<file path="src/rtl/krnl_msm_381_pkg.sv">
// Shared constants and types for the BLS12-381 MSM kernel.
// Scalars are recoded into signed 13-bit windows dispatched P_NUM_ACCU at a time.
package krnl_msm_381_pkg;

    localparam int P_RED_SCLR_W = 13;
    localparam int P_NUM_ACCU   = 2;
    localparam int P_NUM_WIN    = 10;
    localparam int P_TOTAL_WIN  = 20;
    localparam int P_FUL_SCLR_W = 256;

    localparam int P_SCLR_PAD_W = P_TOTAL_WIN * P_RED_SCLR_W;
    localparam int P_STEP_W     = $clog2(P_NUM_WIN);
    localparam int P_HALF_BKT   = 2 ** (P_RED_SCLR_W - 1);
    localparam int P_STEP_BITS  = P_NUM_ACCU * P_RED_SCLR_W;

    typedef struct packed {
        logic [P_RED_SCLR_W-1:0] mag;
        logic                    sign;
    } dgt_t;

    typedef enum logic [1:0] {
        ST_IDLE = 2'd0,
        ST_LOAD = 2'd1,
        ST_EMIT = 2'd2,
        ST_DONE = 2'd3
    } sched_state_e;

endpackage

</file>
<file path="src/rtl/krnl_msm_381_dgt_recode.sv">
// One window of signed-digit recoding: t = slice + carry; t >= half bucket
// wraps to t - 2^13 with an outgoing carry. Zero digits always carry sign 0.
module krnl_msm_381_dgt_recode
    import krnl_msm_381_pkg::*;
(
    input  logic [P_RED_SCLR_W-1:0] slice_i,
    input  logic                    carry_i,
    output dgt_t                    dgt_o,
    output logic                    carry_o
);

    localparam logic [P_RED_SCLR_W:0] L_MOD  = (P_RED_SCLR_W+1)'(2 * P_HALF_BKT);
    localparam logic [P_RED_SCLR_W:0] L_HALF = (P_RED_SCLR_W+1)'(P_HALF_BKT);

    logic [P_RED_SCLR_W:0] t;
    logic [P_RED_SCLR_W:0] neg_mag;

    always_comb begin
        t       = {1'b0, slice_i} + {{P_RED_SCLR_W{1'b0}}, carry_i};
        carry_o = (t >= L_HALF);
        // t = 2^13 (all-ones slice plus carry) wraps to a zero digit.
        neg_mag = L_MOD - t;
        dgt_o.mag  = carry_o ? neg_mag[P_RED_SCLR_W-1:0] : t[P_RED_SCLR_W-1:0];
        dgt_o.sign = carry_o & (|dgt_o.mag);
    end

endmodule

</file>
<file path="src/rtl/krnl_msm_381_sclr_sched.sv">
// Scalar scheduler: loads one scalar per point and streams its recoded windows,
// P_NUM_ACCU lanes per step. Handshakes: a transfer happens on a rising edge where valid & ready.
module krnl_msm_381_sclr_sched
    import krnl_msm_381_pkg::*;
#(
    parameter int P_PNT_IDX_W = 32
) (
    input  logic                                     ap_clk,
    input  logic                                     ap_rst_n,
    input  logic                                     ctrl_start,
    input  logic [P_PNT_IDX_W-1:0]                   ctrl_num_pnt,
    output logic                                     ctrl_busy,
    output logic                                     ctrl_done,
    input  logic                                     s_sclr_valid,
    output logic                                     s_sclr_ready,
    input  logic [P_FUL_SCLR_W-1:0]                  s_sclr_data,
    output logic                                     m_dgt_valid,
    input  logic                                     m_dgt_ready,
    output logic [P_NUM_ACCU-1:0][P_RED_SCLR_W-1:0]  m_dgt_mag,
    output logic [P_NUM_ACCU-1:0]                    m_dgt_sign,
    output logic [P_STEP_W-1:0]                      m_dgt_step,
    output logic [P_PNT_IDX_W-1:0]                   m_dgt_pnt_idx,
    output logic                                     m_dgt_last,
    output logic [1:0]                               dbg_state_o
);

    localparam logic [P_STEP_W-1:0] L_K_LAST = P_STEP_W'(P_NUM_WIN - 1);
    localparam logic [P_STEP_W-1:0] L_K_PENU = P_STEP_W'(P_NUM_WIN - 2);

    sched_state_e              state_q, state_d;
    logic [P_PNT_IDX_W-1:0]    num_q, num_d;
    logic [P_PNT_IDX_W-1:0]    pnt_cnt_q, pnt_cnt_d;
    logic [P_STEP_W-1:0]       k_q, k_d;
    logic                      carry_q, carry_d;
    logic [P_SCLR_PAD_W-1:0]   sclr_q, sclr_d;
    dgt_t [P_NUM_ACCU-1:0]     dgt_q, dgt_d;
    logic                      last_q, last_d;

    logic [P_SCLR_PAD_W-1:0]   sclr_pad;
    logic [P_SCLR_PAD_W-1:0]   rec_src;
    logic [P_NUM_ACCU:0]       rec_carry;
    dgt_t [P_NUM_ACCU-1:0]     rec_dgt;
    logic                      last_pnt;

    // The recoder chain sees the incoming scalar while loading (windows 0/1 with
    // zero carry) and the shifted remainder plus registered carry while emitting.
    assign sclr_pad     = P_SCLR_PAD_W'(s_sclr_data);
    assign rec_src      = (state_q == ST_LOAD) ? sclr_pad : sclr_q;
    assign rec_carry[0] = (state_q == ST_LOAD) ? 1'b0 : carry_q;
    assign last_pnt     = (pnt_cnt_q == num_q - P_PNT_IDX_W'(1));

    for (genvar a = 0; a < P_NUM_ACCU; a++) begin : g_lane
        krnl_msm_381_dgt_recode u_recode (
            .slice_i (rec_src[a*P_RED_SCLR_W +: P_RED_SCLR_W]),
            .carry_i (rec_carry[a]),
            .dgt_o   (rec_dgt[a]),
            .carry_o (rec_carry[a+1])
        );
        assign m_dgt_mag[a]  = dgt_q[a].mag;
        assign m_dgt_sign[a] = dgt_q[a].sign;
    end

    always_comb begin
        state_d   = state_q;
        num_d     = num_q;
        pnt_cnt_d = pnt_cnt_q;
        k_d       = k_q;
        carry_d   = carry_q;
        sclr_d    = sclr_q;
        dgt_d     = dgt_q;
        last_d    = last_q;
        case (state_q)
            ST_IDLE: begin
                if (ctrl_start) begin
                    num_d     = ctrl_num_pnt;
                    pnt_cnt_d = '0;
                    state_d   = (ctrl_num_pnt == '0) ? ST_DONE : ST_LOAD;
                end
            end
            ST_LOAD: begin
                if (s_sclr_valid) begin
                    sclr_d  = sclr_pad >> P_STEP_BITS;
                    carry_d = rec_carry[P_NUM_ACCU];
                    k_d     = '0;
                    dgt_d   = rec_dgt;
                    // Step 0 is never the final step with more than one window pair.
                    last_d  = 1'b0;
                    state_d = ST_EMIT;
                end
            end
            ST_EMIT: begin
                if (m_dgt_ready) begin
                    if (k_q != L_K_LAST) begin
                        k_d     = k_q + P_STEP_W'(1);
                        sclr_d  = sclr_q >> P_STEP_BITS;
                        carry_d = rec_carry[P_NUM_ACCU];
                        dgt_d   = rec_dgt;
                        last_d  = (k_q == L_K_PENU) && last_pnt;
                    end else begin
                        pnt_cnt_d = pnt_cnt_q + P_PNT_IDX_W'(1);
                        last_d    = 1'b0;
                        state_d   = last_pnt ? ST_DONE : ST_LOAD;
                    end
                end
            end
            ST_DONE: begin
                state_d = ST_IDLE;
            end
            default: begin
                state_d = ST_IDLE;
            end
        endcase
    end

    always_ff @(posedge ap_clk or negedge ap_rst_n) begin
        if (!ap_rst_n) begin
            state_q   <= ST_IDLE;
            num_q     <= '0;
            pnt_cnt_q <= '0;
            k_q       <= '0;
            carry_q   <= 1'b0;
            sclr_q    <= '0;
            dgt_q     <= '0;
            last_q    <= 1'b0;
        end else begin
            state_q   <= state_d;
            num_q     <= num_d;
            pnt_cnt_q <= pnt_cnt_d;
            k_q       <= k_d;
            carry_q   <= carry_d;
            sclr_q    <= sclr_d;
            dgt_q     <= dgt_d;
            last_q    <= last_d;
        end
    end

    assign s_sclr_ready  = (state_q == ST_LOAD);
    assign m_dgt_valid   = (state_q == ST_EMIT);
    assign ctrl_busy     = (state_q != ST_IDLE);
    assign ctrl_done     = (state_q == ST_DONE);
    assign m_dgt_step    = k_q;
    assign m_dgt_pnt_idx = pnt_cnt_q;
    assign m_dgt_last    = last_q;
    assign dbg_state_o   = state_q;

endmodule

</file>
<file path="config.mk">
export PLATFORM = sky130hd
export DESIGN_NAME = krnl_msm_381_sclr_sched
export DESIGN_NICKNAME = d
export VERILOG_FILES = /design/src/rtl/krnl_msm_381_pkg.sv /design/src/rtl/krnl_msm_381_dgt_recode.sv /design/src/rtl/krnl_msm_381_sclr_sched.sv
export SDC_FILE = /design/constraint.sdc
export NUM_CORES = 1
export LEC_CHECK = 0
export CAP_MARGIN = 5
export CORE_ASPECT_RATIO = 0.7
export CORE_MARGIN = 2
export CORE_UTILIZATION = 56
export CTS_CLUSTER_SIZE = 30
export DETAILED_ROUTE_END_ITERATION = 7
export HOLD_SLACK_MARGIN = 0.08
export PLACE_DENSITY = 0.93
export SYNTH_ARGS = -nofsm -noshare
export SYNTH_HDL_FRONTEND = slang
export SYNTH_SLANG_ARGS = --single-unit
</file>
<file path="constraint.sdc">
create_clock -name ap_clk -period 14 [get_ports ap_clk]
set_clock_uncertainty 0.05 [all_clocks]
set_input_delay 2.8 -clock ap_clk [delete_from_list [all_inputs] [get_ports ap_clk]]
set_output_delay 2.8 -clock ap_clk [all_outputs]
set_load 0.01 [all_outputs]
</file>
==> Yosys cells after proc, flatten, opt, wreduce, memory -nomap -nowiden <==
Cells that the tools add are included.
{ "totals": {"regBits": 360, "latchBits": 0, "ramBits": 0, "romBits": 0, "inputBits": 293, "out_inout_bits": 71, "word_cells": 81, "n_memories": 0} }
{ "classes": {"add_sub_neg": 7, "mul": 0, "n_div": 0, "n_lt_le_gt_ge": 2, "n_eq_ne": 11, "shift": 0, "n_mux": 35, "bitwise_logic": 2, "n_reduce_logical": 13} }
{ "op_table": {"columns": ["operator", "count"], "rows": [
  ["2-to-1 mux 260 bit", 3],
  ["case mux 260 bit (2 select lines)", 1],
  ["2-to-1 mux 32 bit", 3],
  ["2-to-1 mux 28 bit", 3],
  ["case mux 32 bit (2 select lines)", 1],
  ["case mux 28 bit (2 select lines)", 1],
  ["adder 32 x 1 -> 32 bit (second input constant)", 1],
  ["== test 32 bit", 1],
  ["zero test 32 bit", 1],
  ["subtractor 32 x 1 -> 32 bit (second input constant)", 1],
  ["adder 13 x 1 -> 14 bit", 2],
  ["greater-or-equal comparator 14 x 13 -> 1 bit (second input constant)", 2],
  ["2-to-1 mux 13 bit", 2],
  ["2-to-1 mux 26 bit", 1],
  ["OR reduction 13 bit", 2],
  ["subtractor 1 x 13 -> 13 bit (first input constant)", 2],
  ["2-to-1 mux 2 bit", 6],
  ["2-to-1 mux 4 bit", 3],
  ["AND reduction 4 bit", 3],
  ["case mux 2 bit (4 select lines)", 1],
  ["case mux 4 bit (2 select lines)", 1],
  ["2-to-1 mux 1 bit", 7],
  ["inequality test 2 bit (second input constant)", 3],
  ["nonzero test 2 bit", 3],
  ["12 further kinds", 16]
]} }

==> Longest topological paths before layout <==
{ "depth": {"word_depth": 12, "depth_mapped": 29, "mapped_depth_nobuf": 23} }

==> Modules after synthesis <==
From an unflattened synthesis, not the netlist that was laid out.
{ "unflattened": {"cells_unflattened": 2141, "hier_area_um2": 17780.8} }
{ "by_module_without_submodules": {"columns": ["mod", "n_inst", "cells_per_inst", "area_each_um2", "seq_area_each_um2"], "rows": [
  ["krnl_msm_381_sclr_sched", 1, 1877, 15974.1, 8257.9],
  ["krnl_msm_381_dgt_recode", 2, 132, 903.4, 0.0]
]} }

==> Least setup slack after synthesis <==
OpenSTA, ideal clock, no wires.
{ "synth_path": {"kind": "input to register", "start": "input port s_sclr_data[0]", "end": "register dgt_q, in the netlist m_dgt_sign[1]", "setup_time_ns": 0.141, "t_arrival_ns": 7.257, "t_required_ns": 13.809, "setup_slack_ns": 6.552, "stages": 21, "path_buffers": 2, "cell_sequence": "nand2_1 > nand2_1 > ha_1 > ha_1 > and4b_1 > a31oi_1 > or3_1 > nor4b_2 > or2_1 > buf_2 > clkinv_2 > ha_1 > ha_1 > clkbuf_1 > xnor2_1 > or4b_1 > a2111oi_2 > a41oi_1 > or4_1 > o211ai_1 > a41oi_1"} }
{ "synth_between": {"elab_chain_cells": 11, "word_cells_on_any_way": 13, "cone_classes": "3 x add/sub; 2 x order compare; 6 x mux; 1 x bitwise; 1 x reduce/logical"} }
{ "synth_rtl": {"columns": ["element", "line_no", "rtl"], "rows": [
  ["start: declaration", "krnl_msm_381_sclr_sched.sv:16", "input logic [P_FUL_SCLR_W-1:0] s_sclr_data,"],
  ["2-to-1 mux 26 bit *", "krnl_msm_381_sclr_sched.sv:48", "assign rec_src = (state_q == ST_LOAD) ? sclr_pad : sclr_q;"],
  ["adder 13 x 1 -> 14 bit *", "krnl_msm_381_dgt_recode.sv:19", "t = {1'b0, slice_i} + {{P_RED_SCLR_W{1'b0}}, carry_i};"],
  ["greater-or-equal comparator 14 x 13 -> 1 bit *", "krnl_msm_381_dgt_recode.sv:20", "carry_o = (t >= L_HALF);"],
  ["adder 13 x 1 -> 14 bit *", "krnl_msm_381_dgt_recode.sv:19", null],
  ["subtractor 1 x 13 -> 13 bit or greater-or-equal comparator 14 x 13 -> 1 bit (tied branches)", "krnl_msm_381_dgt_recode.sv:22, krnl_msm_381_dgt_recode.sv:20", null],
  ["2-to-1 mux 13 bit", "krnl_msm_381_dgt_recode.sv:23", "dgt_o.mag = carry_o ? neg_mag[P_RED_SCLR_W-1:0] : t[P_RED_SCLR_W-1:0];"],
  ["OR reduction 13 bit", "krnl_msm_381_dgt_recode.sv:24", "dgt_o.sign = carry_o & (|dgt_o.mag);"],
  ["AND 1 bit *", "krnl_msm_381_dgt_recode.sv:24", null],
  ["2-to-1 mux 28 bit", "krnl_msm_381_sclr_sched.sv:93", "if (k_q != L_K_LAST) begin"],
  ["2-to-1 mux 28 bit", "krnl_msm_381_sclr_sched.sv:92", "if (m_dgt_ready) begin"],
  ["case mux 28 bit (2 select lines) *", "krnl_msm_381_sclr_sched.sv:72", "case (state_q)"],
  ["end signal: assignment", "krnl_msm_381_sclr_sched.sv:132", "dgt_q <= dgt_d;"],
  ["end: declaration", "krnl_msm_381_sclr_sched.sv:36", "dgt_t [P_NUM_ACCU-1:0] dgt_q, dgt_d;"]
]} }
Mark *: on every way between the ends. The rest lies on a longest branch, timed or not. The select of a mux whose other input is x is not followed.
A chain may end at the register's enable or synchronous reset.

==> Worst setup path after layout <==
Same ends and word-level chain as after synthesis.

==> impl_metrics.json <==
{
  "crit_arrival_ns": 8.59,
  "min_period_ns": 8.26,
  "rsz0062_at_grt": "false",
  "max-clock-path-buffers": 3,
  "dp_worst_setup_slack_ns": 5.33,
  "port_buffers": 363,
  "crit_top_cell": "ha_1",
  "layout_worst_path_cycle_share": 0.590,
  "route.detailed.drc": 0,
  "synthCells": 2107,
  "routabilityCongestion": 0.977,
  "path_cells": "clkdlybuf4s50_1 -> nand2_1 -> nand2_1 -> ha_1 -> ha_1 -> and4b_1 -> a31oi_1 -> or3_1 -> nor4b_2 -> or2_1 -> clkinv_2 -> ha_1 -> ha_1 -> inv_1 -> ha_1 -> inv_1 -> or4b_1 -> a2111oi_2 -> a41oi_1 -> or4_1 -> o211ai_1 -> a41oi_1",
  "cp_slowest_cell": "or4b_1",
  "clk_pin_slew_ns": 0.06,
  "peakVddDrop_mv": 0.107,
  "yosysUniqueCellTypes": 71,
  "synth_area_leader_cell": "dfrtp_1",
  "antenna_found_initial": 12,
  "clkPwrFrac": 0.196,
  "drive_gt1_frac": 0.0556,
  "num_vias": 17005,
  "tightest_slew_ns": 1.19,
  "p_leak_uw": 0.00933,
  "seq_power_share": 0.355,
  "power_density_nw_per_um2": 219,
  "place_inst": 2767,
  "startpoint_type": "input pin",
  "firstDrtPassIters": 6,
  "die_h_um": 152,
  "maxClockFrequency_mhz": 121,
  "synth_flop_cell": "dfrtp_1",
  "cts_hold_buffers": 0,
  "drt.antenna.violating_nets": 0,
  "finalWorstSetupSlack_ns": 5.74,
  "setup_tns_ns": 0,
  "comb_power_share": 0.449,
  "root_buffer": "clkbuf_16",
  "path_max_fanout": 9,
  "crit_path_end_kind": "flop",
  "syn_avg_cell_area_um2": 8.29,
  "status": "finished clean",
  "start_util": 0.565,
  "dieArea_um2": 32600,
  "p_int_uw": 2830,
  "io_pins": 364,
  "cts_tree": "built",
  "p_total_uw": 4910,
  "maxCapViolCount": 0,
  "ys_ff_latch": 330,
  "p_switching_uw": 2070,
  "synthesis.nets": 2413,
  "cts_max_level": 2,
  "wirelength_um": 56500,
  "setup-violations-final": 0,
  "synth.area.top_cells": "dfrtp_1, nand2_1, a31oi_1",
  "switching_share": 0.423,
  "grt_max_degree": 117,
  "routedWlPerCell_um": 19.9,
  "cts_buffers": 34,
  "drt_iter0_drc": 2004,
  "slew_headroom": 0.197,
  "syn_area_um2": 17500,
  "rows": 54,
  "crit_path_max_incr_delay_ns": 0.56,
  "cts_num_sinks": 330,
  "rr_worst_depth": 21,
  "post_cts_buffers": 0,
  "synth_edf_count": 0,
  "synth_top_area_share": 0.473,
  "cp.required_ns": 14.33,
  "instances_no_fill": 2836,
  "ys_seq_area_frac": 0.473,
  "grt_pass1_wl_um": 86100,
  "hold_viol": 0,
  "cts_resized": 0,
  "clk_latency_ns": 0.53,
  "yosys_warnings": 0,
  "nets": 2689,
  "ys_async_sr_fraction": 1.00,
  "viasPerCell": 6.00,
  "hold_path_class": "reg -> reg",
  "area_delta_synth_final_pct": 28.4,
  "dp_hpwl_um": 41300,
  "path_class": "in -> reg",
  "grt_usage": 0.339,
  "hold_depth": 2,
  "grt_pass1_vias": 15661,
  "core-area_um2": 30900,
  "fillers": 2296,
  "die_x_um": 215,
  "report.final.slew_viol_count": 0,
  "grt.overflow.total": 0
}
logic make-up after synthesis:
| group | count (synthesis) | synth area share |
|---|---|---|
| XOR/XNOR | 108 | 0.0541 |
| AND/OR/NAND/NOR | 1081 | 0.262 |
| adder cells (fa/ha/maj) | 13 | 0.00931 |
| multiplexers | 65 | 0.0397 |
| AO/OA/AOI/OAI | 347 | 0.126 |
| flip-flops | 330 | 0.473 |
| buffers and inverters | 163 | 0.0362 |
synth_stat cells, types with 27 or more instances:
| master | count |
|---|---|
| nand2_1 | 565 |
| nor2_1 | 306 |
| clkbuf_1 | 121 |
| xnor2_1 | 68 |
| xor2_1 | 40 |
| dfrtp_1 | 330 |
| mux2_2 | 34 |
| nor3_1 | 27 |
| nand3_1 | 61 |
| a31oi_1 | 212 |
| mux2i_1 | 31 |
| o21ai_0 | 48 |
| a21oi_1 | 30 |
registers in the layout, summed over array words and instances (netlist names):
| register | cells |
|---|---|
| carry_q | 1 |
| dbg_state_o | 2 |
| m_dgt_last | 1 |
| m_dgt_mag | 26 |
| m_dgt_pnt_idx | 32 |
| m_dgt_sign | 2 |
| m_dgt_step | 4 |
| num_q | 32 |
| sclr_q | 230 |
cell type report:
class | count | area, um^2 | area share
Multi-Input combinational cell | 1614 | 8610 | 0.384
Sequential cell | 330 | 8260 | 0.368
Timing Repair Buffer | 377 | 3740 | 0.167
Clock buffer | 47 | 991 | 0.0442
Tap cell | 420 | 526 | 0.0234
Clock inverter | 14 | 183 | 0.00814
Inverter | 26 | 104 | 0.00463
Antenna cell | 8 | 20.0 | 0.000892
final timing paths:
| check | slack, ns | end | from |
|---|---|---|---|
| worst max-delay path | 5.74 | m_dgt_sign[1]$_DFFE_PN0P_ | s_sclr_data[0] |
| worst min register to register | 0.42 | sclr_q[227]$_DFFE_PN0P_ | sclr_q[227]$_DFFE_PN0P_ |
| worst max register to register | 6.62 | m_dgt_sign[1]$_DFFE_PN0P_ | dbg_state_o[1]$_DFFE_PN0P_ |
| worst min-delay path | 0.42 | sclr_q[227]$_DFFE_PN0P_ | sclr_q[227]$_DFFE_PN0P_ |
| min in group asynchronous | 2.24 | num_q[12]$_DFFE_PN0P_ | ap_rst_n |
| max in group asynchronous | 9.24 | sclr_q[70]$_DFFE_PN0P_ | ap_rst_n |
layout by cell type (no fill, tap or decap), types with 8 or more instances in the layout:
cell	count
a21oi_1	29
a31oi_1	212
buf_4	14
clkbuf_16	35
clkdlybuf4s50_1	362
dfrtp_1	330
diode_2	8
ha_1	13
inv_1	24
mux2_2	34
mux2i_1	31
nand2_1	564
nand3_1	61
nand4_1	24
nor2_1	306
nor3_1	27
nor4_1	15
o21ai_0	48
or2_2	8
or3_1	12
or4_1	9
xnor2_1	68
xor2_1	40
routing by layer:
layer	GRT usage	part of all wire
met5	0	0.00094
met4	0.127	0.037
met3	0.0886	0.11
met2	0.506	0.44
met1	0.478	0.42
worst max-delay path: cells and delay by family:
kind,cells,cell delay [ns]
AND/OR/NAND/NOR,8,2.63
adder cells (fa/ha/maj),5,1.43
buffers and inverters,4,0.83
AO/OA/AOI/OAI,5,0.87
through the flow:
step	cell area, um^2	hold slack, ns	util
final	22400	0.423	0.725
after global routing	22400	0.447	0.725
after CTS	22400	0.426	0.724
after detailed placement	21200	0.413	0.687
after global placement	21200	0.400	0.687
after floorplan	17500	0.389	-
power groups by stage:
stage | Combinational, uW | Clock [uW] | Sequential [uW]
global route | 2440 | 1010 | 1790
global placement | 2090 | 0 | 1720
finish | 2200 | 961 | 1740
detailed placement | 2170 | 0 | 1740
CTS | 2180 | 972 | 1730
floorplan | 1560 | 0 | 1630
No activity file was read; power rests on OpenSTA's default activity.
